File: src/rtl/mac_seq_ctrl_if.sv
// Bus bundle for mac_seq_ctrl: job command, operand stream, multiplier
// issue/return path and result handshake. The slave modport is the
// sequencer's view; the master modport is its environment.
interface mac_seq_ctrl_if #(
  parameter int LENW = 8,
  parameter int ACCW = 24
);
  logic            cmd_valid;
  logic            cmd_ready;
  logic [LENW-1:0] cmd_len;

  logic            in_valid;
  logic            in_ready;
  logic [7:0]      in_a;
  logic [7:0]      in_b;

  logic            mul_valid;
  logic [7:0]      mul_a;
  logic [7:0]      mul_b;
  logic            mul_rsp_valid;
  logic [15:0]     mul_rsp;

  logic            res_valid;
  logic            res_ready;
  logic [ACCW-1:0] res_sum;

  modport master (
    output cmd_valid, cmd_len, in_valid, in_a, in_b,
           mul_rsp_valid, mul_rsp, res_ready,
    input  cmd_ready, in_ready, mul_valid, mul_a, mul_b,
           res_valid, res_sum
  );

  modport slave (
    input  cmd_valid, cmd_len, in_valid, in_a, in_b,
           mul_rsp_valid, mul_rsp, res_ready,
    output cmd_ready, in_ready, mul_valid, mul_a, mul_b,
           res_valid, res_sum
  );
endinterface

File: src/rtl/mac_seq_ctrl.sv
// mac_seq_ctrl: sequences one multiply-accumulate job at a time. A job of
// cmd_len operand pairs is streamed out to an external 8x8 multiplier;
// products come back in order after a fixed latency and are summed into an
// ACCW-bit accumulator, which is presented as res_sum when all have returned.
// Configuration macro MACSEQ_SAT_EN: when defined the accumulator saturates
// at all-ones, otherwise it wraps modulo 2^ACCW.
// ACCW is expected to be at least 16 so a single product always fits.
module mac_seq_ctrl #(
  parameter int LENW = 8,
  parameter int ACCW = 24
) (
  input  logic           clk,
  input  logic           rst_n,
  mac_seq_ctrl_if.slave  bus,
  output logic           busy,
  output logic           err
);

  typedef enum logic [1:0] {IDLE, ISSUE, DRAIN, DONE} state_t;

  localparam logic [LENW-1:0] ONE_LEN = LENW'(1);

  state_t          state_reg, state_next;
  logic [LENW-1:0] len_reg, len_next;
  logic [LENW-1:0] issue_cnt_reg, issue_cnt_next;
  logic [LENW-1:0] ret_cnt_reg, ret_cnt_next;
  logic [ACCW-1:0] acc_reg, acc_next;
  logic [ACCW-1:0] res_sum_reg, res_sum_next;
  logic            err_reg, err_next;
  logic            mul_valid_reg;
  logic [7:0]      mul_a_reg, mul_b_reg;

  logic            cmd_ready_w, in_ready_w, res_valid_w;
  logic            in_hs;
  logic            rsp_take;
  logic            rsp_spurious;
  logic [ACCW-1:0] acc_add;

  // Handshake readiness is a pure function of the state.
  assign cmd_ready_w = (state_reg == IDLE);
  assign in_ready_w  = (state_reg == ISSUE);
  assign res_valid_w = (state_reg == DONE);
  assign in_hs       = bus.in_valid & in_ready_w;

  // A product is only accepted while a job is collecting and not all of its
  // products have come back yet; anything else is flagged as spurious.
  assign rsp_take     = bus.mul_rsp_valid &
                        ((state_reg == ISSUE) || (state_reg == DRAIN)) &
                        (ret_cnt_reg != len_reg);
  assign rsp_spurious = bus.mul_rsp_valid & ~rsp_take;

`ifdef MACSEQ_SAT_EN
  logic [ACCW:0] acc_wide;

  // Saturating add: a carry out of the accumulator clamps it to all-ones.
  always_comb begin
    acc_wide = {1'b0, acc_reg} + (ACCW + 1)'(bus.mul_rsp);
    acc_add  = acc_wide[ACCW] ? {ACCW{1'b1}} : acc_wide[ACCW-1:0];
  end
`else
  // Wrapping add: the carry out of the accumulator is simply dropped.
  always_comb begin
    acc_add = acc_reg + ACCW'(bus.mul_rsp);
  end
`endif

  // Next-state and next-datapath decode for the job sequencer.
  always_comb begin
    state_next     = state_reg;
    len_next       = len_reg;
    issue_cnt_next = issue_cnt_reg;
    ret_cnt_next   = ret_cnt_reg;
    acc_next       = acc_reg;
    res_sum_next   = res_sum_reg;
    err_next       = err_reg | rsp_spurious;

    if (rsp_take) begin
      acc_next     = acc_add;
      ret_cnt_next = ret_cnt_reg + ONE_LEN;
    end

    case (state_reg)
      IDLE: begin
        if (bus.cmd_valid) begin
          len_next       = bus.cmd_len;
          issue_cnt_next = '0;
          ret_cnt_next   = '0;
          acc_next       = '0;
          if (bus.cmd_len == '0) begin
            res_sum_next = '0;
            state_next   = DONE;
          end else begin
            state_next   = ISSUE;
          end
        end
      end
      ISSUE: begin
        if (in_hs) begin
          issue_cnt_next = issue_cnt_reg + ONE_LEN;
          if (issue_cnt_next == len_reg) begin
            state_next = DRAIN;
          end
        end
      end
      DRAIN: begin
        // ret_cnt_next already includes a product arriving this cycle.
        if (ret_cnt_next == len_reg) begin
          res_sum_next = acc_next;
          state_next   = DONE;
        end
      end
      DONE: begin
        if (bus.res_ready) begin
          state_next = IDLE;
        end
      end
      default: state_next = IDLE;
    endcase
  end

  // Control state, counters, accumulator, result and sticky error flag.
  always_ff @(posedge clk or negedge rst_n) begin
    if (!rst_n) begin
      state_reg     <= IDLE;
      len_reg       <= '0;
      issue_cnt_reg <= '0;
      ret_cnt_reg   <= '0;
      acc_reg       <= '0;
      res_sum_reg   <= '0;
      err_reg       <= 1'b0;
    end else begin
      state_reg     <= state_next;
      len_reg       <= len_next;
      issue_cnt_reg <= issue_cnt_next;
      ret_cnt_reg   <= ret_cnt_next;
      acc_reg       <= acc_next;
      res_sum_reg   <= res_sum_next;
      err_reg       <= err_next;
    end
  end

  // Multiplier issue stage: one-cycle pulse carrying the accepted operands.
  always_ff @(posedge clk or negedge rst_n) begin
    if (!rst_n) begin
      mul_valid_reg <= 1'b0;
      mul_a_reg     <= '0;
      mul_b_reg     <= '0;
    end else begin
      mul_valid_reg <= in_hs;
      if (in_hs) begin
        mul_a_reg <= bus.in_a;
        mul_b_reg <= bus.in_b;
      end
    end
  end

  assign bus.cmd_ready = cmd_ready_w;
  assign bus.in_ready  = in_ready_w;
  assign bus.res_valid = res_valid_w;
  assign bus.res_sum   = res_sum_reg;
  assign bus.mul_valid = mul_valid_reg;
  assign bus.mul_a     = mul_a_reg;
  assign bus.mul_b     = mul_b_reg;
  assign busy          = (state_reg != IDLE);
  assign err           = err_reg;

endmodule

File: src/flat_wrapper.sv
// flat-port wrapper written by rule: the top's interface ports become plain ports
module mac_seq_ctrl_flat 
#(
  parameter int LENW = 8,
  parameter int ACCW = 24
)
  (clk, rst_n, busy, err, bus_cmd_valid, bus_cmd_len, bus_in_valid, bus_in_a, bus_in_b, bus_mul_rsp_valid, bus_mul_rsp, bus_res_ready, bus_cmd_ready, bus_in_ready, bus_mul_valid, bus_mul_a, bus_mul_b, bus_res_valid, bus_res_sum);
  mac_seq_ctrl_if #(.LENW(LENW), .ACCW(ACCW)) bus_i ();
  input  logic clk;
  input  logic rst_n;
  output logic busy;
  output logic err;
  input wire logic [$bits(bus_i.cmd_valid)-1:0] bus_cmd_valid;
  input wire logic [$bits(bus_i.cmd_len)-1:0] bus_cmd_len;
  input wire logic [$bits(bus_i.in_valid)-1:0] bus_in_valid;
  input wire logic [$bits(bus_i.in_a)-1:0] bus_in_a;
  input wire logic [$bits(bus_i.in_b)-1:0] bus_in_b;
  input wire logic [$bits(bus_i.mul_rsp_valid)-1:0] bus_mul_rsp_valid;
  input wire logic [$bits(bus_i.mul_rsp)-1:0] bus_mul_rsp;
  input wire logic [$bits(bus_i.res_ready)-1:0] bus_res_ready;
  output wire logic [$bits(bus_i.cmd_ready)-1:0] bus_cmd_ready;
  output wire logic [$bits(bus_i.in_ready)-1:0] bus_in_ready;
  output wire logic [$bits(bus_i.mul_valid)-1:0] bus_mul_valid;
  output wire logic [$bits(bus_i.mul_a)-1:0] bus_mul_a;
  output wire logic [$bits(bus_i.mul_b)-1:0] bus_mul_b;
  output wire logic [$bits(bus_i.res_valid)-1:0] bus_res_valid;
  output wire logic [$bits(bus_i.res_sum)-1:0] bus_res_sum;
  assign bus_i.cmd_valid = bus_cmd_valid;
  assign bus_i.cmd_len = bus_cmd_len;
  assign bus_i.in_valid = bus_in_valid;
  assign bus_i.in_a = bus_in_a;
  assign bus_i.in_b = bus_in_b;
  assign bus_i.mul_rsp_valid = bus_mul_rsp_valid;
  assign bus_i.mul_rsp = bus_mul_rsp;
  assign bus_i.res_ready = bus_res_ready;
  assign bus_cmd_ready = bus_i.cmd_ready;
  assign bus_in_ready = bus_i.in_ready;
  assign bus_mul_valid = bus_i.mul_valid;
  assign bus_mul_a = bus_i.mul_a;
  assign bus_mul_b = bus_i.mul_b;
  assign bus_res_valid = bus_i.res_valid;
  assign bus_res_sum = bus_i.res_sum;
  mac_seq_ctrl #(.LENW(LENW), .ACCW(ACCW)) u_core (.clk(clk), .rst_n(rst_n), .bus(bus_i), .busy(busy), .err(err));
endmodule
File: config.mk
export PLATFORM = sky130hd
export DESIGN_NAME = mac_seq_ctrl_flat
export DESIGN_NICKNAME = d
export VERILOG_FILES = /design/src/rtl/mac_seq_ctrl_if.sv /design/src/rtl/mac_seq_ctrl.sv /design/src/flat_wrapper.sv
export SDC_FILE = /design/constraint.sdc
export NUM_CORES = 1
export LEC_CHECK = 0
export BUFFER_PORTS_ARGS = -buffer_cell sky130_fd_sc_hd__buf_2
export CORE_MARGIN = 4
export CORE_UTILIZATION = 41
export CTS_CLUSTER_DIAMETER = 150
export CTS_CLUSTER_SIZE = 24
export DETAILED_ROUTE_END_ITERATION = 10
export GPL_TIMING_DRIVEN = 0
export PLACE_DENSITY_LB_ADDON = 0.12
export SLEW_MARGIN = 30
export SYNTH_ARGS = -nofsm -noshare
export SYNTH_HDL_FRONTEND = slang
export SYNTH_SLANG_ARGS = --single-unit
File: constraint.sdc
create_clock -name clk -period 3.1 [get_ports clk]
set_input_delay 0.465 -clock clk [delete_from_list [all_inputs] [get_ports clk]]
set_output_delay 0.465 -clock clk [all_outputs]
set_load 0.02 [all_outputs]
-- After elaboration in Yosys (flattened, before gate mapping)
Index checks and enable logic that the tools add are counted.
- add/sub/neg operators: 3
- equal/unequal tests: 12
- mux-type cells: 20
- bitwise logic cells: 6
- reduce and logical (&&, ||, !) cells: 10
- operators with widths (cell ; count):
    $mux 24 ; 6
    $pmux 24 s2 ; 1
    $mux 8 ; 5
    $add 24x16->24 ; 1
    $add 8x1->8 const B ; 2
    $eq 8x8->1 ; 2
    $pmux 8 s2 ; 1
    $mux 2 ; 6
    $ne 2x2->1 const B ; 5
    $logic_not 8->1 ; 1
    $ne 8x8->1 ; 1
    $pmux 2 s4 ; 1
    $reduce_bool 2->1 ; 3
    $reduce_and 5->1 ; 1
    $and 1x1->1 ; 4
    $eq 2x2->1 const B ; 2
    $reduce_and 4->1 ; 1
    $reduce_and 3->1 ; 1
    $eq 2x1->1 const B ; 1
    $logic_not 2->1 ; 1
    $ne 2x1->1 const B ; 1
    $reduce_and 2->1 ; 1
    $logic_or 1x1->1 ; 1
    $not 1->1 ; 1
    $or 1x1->1 ; 1
- register bits after elaboration: 92
- input bits: 46
- output and inout bits: 46
- word-level logic and storage cells: 61

-- Depth between registers and ports, before layout
- depth after elaboration: 8
- gate-level depth with buffers: 10
- gate-level depth less buffers: 9

-- Worst setup path before layout
OpenSTA, ideal clock, no wires.
- path kind: in2reg
- start: in bus_mul_rsp[0]
- end: reg u_core.res_sum_reg[20], in the netlist u_core.bus.res_sum[20]
- library setup time: 0.122 ns
- arrival: 2.698 ns
- data required time: 2.978 ns
- path slack: 0.280 ns
- stages: 9
- path buffers: 0
- path through: ha_1 fa_1 a21oi_1 o2111ai_1 o2111ai_1 a2111oi_0 o21ai_0 xnor2_1 a32o_1
- word-level cells in the longest chain between the ends: 4
- ends and longest elaborated chain (item ; RTL line ; source):
    start: declaration ; flat_wrapper.sv:19 ; input wire logic [$bits(bus_i.mul_rsp)-1:0] bus_mul_rsp;
    $add 24x16->24 ; mac_seq_ctrl.sv:63 ; acc_add = acc_reg + ACCW'(bus.mul_rsp);
    $mux 24 ; mac_seq_ctrl.sv:77 ; if (rsp_take) begin
    $mux 24 ; mac_seq_ctrl.sv:107 ; if (ret_cnt_next == len_reg) begin
    $pmux 24 s2 ; mac_seq_ctrl.sv:82 ; case (state_reg)
    end signal: assignment ; mac_seq_ctrl.sv:137 ; res_sum_reg <= res_sum_next;
    end: declaration ; mac_seq_ctrl.sv:28 ; logic [ACCW-1:0] res_sum_reg, res_sum_next;
No other way between the ends. The select of a mux whose other input is x is not followed.
A chain may end at the register's enable or synchronous reset.

-- Worst setup path in the final report
- start: reg u_core.len_reg[7]
- end: reg u_core.res_sum_reg[6], in the netlist u_core.bus.res_sum[6]
- word-level cells in the longest chain between the ends: 6
- elaborated cells between the ends (all ways): 9
- those cells by class: eq/ne: 3; mux: 4; bitwise: 1; reduce/logical: 1
- ends and longest elaborated chain (item ; RTL line ; source):
    start: declaration ; mac_seq_ctrl.sv:24 ; logic [LENW-1:0] len_reg, len_next;
    start signal: assignment ; mac_seq_ctrl.sv:133 ; len_reg <= len_next;
    $ne 8x8->1 ; mac_seq_ctrl.sv:49 ; (ret_cnt_reg != len_reg);
    $and 1x1->1 ; mac_seq_ctrl.sv:48 ; ((state_reg == ISSUE) || (state_reg == DRAIN)) &
    $mux 8 ; mac_seq_ctrl.sv:77 ;
    $eq 8x8->1 ; mac_seq_ctrl.sv:107 ;
    $ne 2x2->1 (no source line) ; - ;
    $reduce_and 4->1 (no source line) ; - ;
Parallel ways exist; a longest one is shown, timed or not. The select of a mux whose other input is x is not followed.

==> impl_results.md <==
- Max reg flops: 24
- Xor-xnor portion of the synthesized cell area: roughly 7%
- Result of the run: complete, no violations
- Top cells by area, synth: dfrtp_1 41%, nand2_1 8.6%, ha_1 4.9%
- Asr flop ratio synth: between 90% and 100%
- Synthesized flop and latch total: 92
- End-of-flow core utilization: about half
- Startpoint Class: flip-flop
- Crit path required time: approximately 3300 ps
- Multiplexer area fraction after synthesis: approximately 2.3%
- CP endpoint kind: flip-flop
- CTS clk-pin slew, worst paths: about 60 ps
- Main combinational cell family by area after synthesis: simple AND/OR/NAND/NOR gates
- Clock skew: ~10 ps
- Most common cell after layout, fill and taps aside: nand2_1
- Final ANT Viol Nets: 0
- Starting Density: 42.13%
- Routed wire length: approximately 16 mm
- RSZ-0062 raised after global routing: no
- Peak supply drop: 440.6 uV
- PD cells: 957.2 nW/um^2
- Routability congestion estimate: 0.9058
- Total CTS buffers: 9
- Ant diodes: 0
- Share of cells above drive strength 1: 18.17%
- Largest net degree at the start of global routing: 50
- Area Overhead vs Synth: 19.76%
- Dominant synthesized flop cell: dfrtp_1
- Slew @ Worst Pin: a little under 700 ps
- Min Tclk post-route: between 2000 and 3000 ps
- Warnings, synthesis: 0
- Die W: roughly 130 um
- Root Driver: clkbuf_16
- Cell Chain, Critical Path: xor2_1, nor4_4, a211oi_1, xor2_1, or4_1, buf_6, nor2_4, o221ai_1
- DRC: 0
- Initial drt markers: ~330
- Number of flops mapped to enable cells by yosys: 0
- Final Cycle Share: a little over nine tenths
- Register area share after synthesis: approximately 40%
- Arrival time at the worst endpoint: 3150 ps
- Final #Nets: about 810
- Die Y: roughly 130 um
- Row count: 42
- Maxcap violations: 0
- IO Count: roughly 90
- Mapped Cells: 632
- # clock sinks: between 90 and 100
- Input/output buffers: 91
- Final WS setup: 162.4 ps
- Via count: 5130
- Max transition margin: 53.89%
- Worst Hold Class: in -> async
- Post-Syn Nets: around 700
- First-pass GRT wire length: 25.83 mm
- Placement Setup Slack: -201.6 ps
- Post-Syn Area: between 5000 and 6000 sq um
- 1st-pass router iterations: 6
- Final hold vios: 0
- Class of the most critical setup path: reg -> reg
- H-tree levels: 3
- Syn avg cell area: a little under 9 sq um
- Max-slew violation count: 0
- Slowest CP cell: xor2_1
- Total GRT Usage: slightly above 20%
- Max Fanout on Critical Path: 7
- Compound-gate portion of the synthesized area: about a fifth
- Setup Viol. Count Final: 0
- Drt wl/cell: between 15 and 20 um
- Simple-gate portion of the synthesized area: 20.92%
- Drt via density: approximately 5.6
- LEAKAGE: 3.129 nW
- Hold Worst Slack: just under 30 ps
- CP most frequent cell: xor2_1
- Clk buf depth: 2
- Post-Synth Adder-Cell Area: under 10%
- CTS tree: built
- Most frequent cells in the layout: 128 x nand2_1, 92 x buf_2, 92 x dfrtp_1, 44 x nor2_1, 41 x a21oi_1
- Design Area, Final: between 6000 and 7000 sq um
- Die area: about 16000 sq um
- Vias in the first global route: 4932
- Critical Path Max Stage Delay: 510 ps
- Post-synthesis cell type count: 62
- Area leader, netlist: dfrtp_1
- Initial antenna violation count: 0
- Post-DP HPWL: about 12 mm
- F_max: about 340 MHz
- Synth top area share: between 40% and 50%
- Total global routing overflow: 0
- Core area: about 13000 sq um
- Worst-skew pair later-pin latency: between 300 and 400 ps
- Placement Cell Area: between 6000 and 7000 sq um
-- report_power, final --
part           total [mW]  internal, mW  switching, mW
clock                1.14         0.636          0.508
combinational        3.42          1.22           2.19
sequential           1.89          1.57          0.318
total                6.45          3.43           3.02
-- timing repair --
item,4_1_cts,5_1_grt
resized for setup,3,11
hold buffers,0,0
hold endpoints to repair,0,0
pin swaps,0,1
setup buffers,0,3
cloned,0,0
setup endpoints to repair,18,25
-- synthesized netlist by cell type (3+ instances only) --
| cell type | n |
|---|---|
| o2111ai_1 | 5 |
| a32o_1 | 5 |
| o211ai_1 | 7 |
| nor2_1 | 44 |
| a221o_1 | 7 |
| o21a_1 | 5 |
| nand2_1 | 129 |
| nor2b_1 | 7 |
| nand3_1 | 14 |
| mux2i_1 | 12 |
| o311ai_0 | 3 |
| o21ai_0 | 27 |
| and3_1 | 7 |
| a21o_1 | 9 |
| or3_1 | 3 |
| nor3_1 | 14 |
| and2_1 | 9 |
| a22oi_1 | 8 |
| o2bb2ai_1 | 7 |
| nand4_1 | 3 |
| dfrtp_1 | 92 |
| a211oi_1 | 8 |
| inv_1 | 21 |
| or4_1 | 4 |
| xor2_1 | 18 |
| xnor2_1 | 25 |
| ha_1 | 22 |
| a21oi_1 | 41 |
| o221ai_1 | 6 |
| clkbuf_1 | 26 |
-- cell families (layout without fill, tap and decap cells) --
logic type,after synthesis,in the layout
buf+inv,51,162
simple gates,250,250
xor+xnor,44,44
compound gates,159,159
mux,13,13
flops,92,92
fa+ha+maj,23,23
-- worst max-delay path, delay by kind of cell, from the launching register on --
family | cells | cell delay [ps]
AND/OR/NAND/NOR | 3 | 820
XOR/XNOR | 2 | 720
AO/OA/AOI/OAI | 2 | 630
flip-flops | 1 | 460
buffers and inverters | 1 | 170
-- cell type report --
| cell class | count | area (sq um) |
|---|---|---|
| timing repair buffer | 95 | 511.7 |
| fill | 1350 | 6614 |
| inverter | 21 | 78.83 |
| tap | 176 | 220.2 |
| clock buffer | 10 | 229.0 |
| clock inverter | 6 | 71.32 |
| multi-input combinational | 489 | 3189 |
| buffer | 30 | 131.4 |
| sequential | 92 | 2302 |
-- through the flow --
stage,cells,total power [mW],setup TNS [ps]
2_1_floorplan,632,4.199,0
4_1_cts,916,6.401,0
3_3_place_gp,899,5.117,-4071
6_report,919,6.446,0
5_1_grt,919,6.922,0
3_5_place_dp,900,5.192,-1847
-- path summary, 6_finish.rpt --
path                                    from                     to  slack (ps)  depth (start not counted)
setup reg to reg           u_core.len_reg[7]  u_core.bus.res_sum[6]         160                          8
hold / removal                         rst_n  u_core.bus.res_sum[6]          30                          1
setup / recovery           u_core.len_reg[7]  u_core.bus.res_sum[6]         160                          8
min in group clk                 bus_in_a[1]    u_core.bus.mul_a[1]         290                          3
max in group asynchronous              rst_n      u_core.acc_reg[9]        2480                          2
hold reg to reg                   u_core.err             u_core.err         460                          1
-- routing by layer --
layer  wire [um]  global-route usage, %
met5           0                      0
met4         323                  4.847
met3         835                  5.117
met2        7072                  31.00
met1        7681                  29.12
Power figures use the tool's default switching activity.
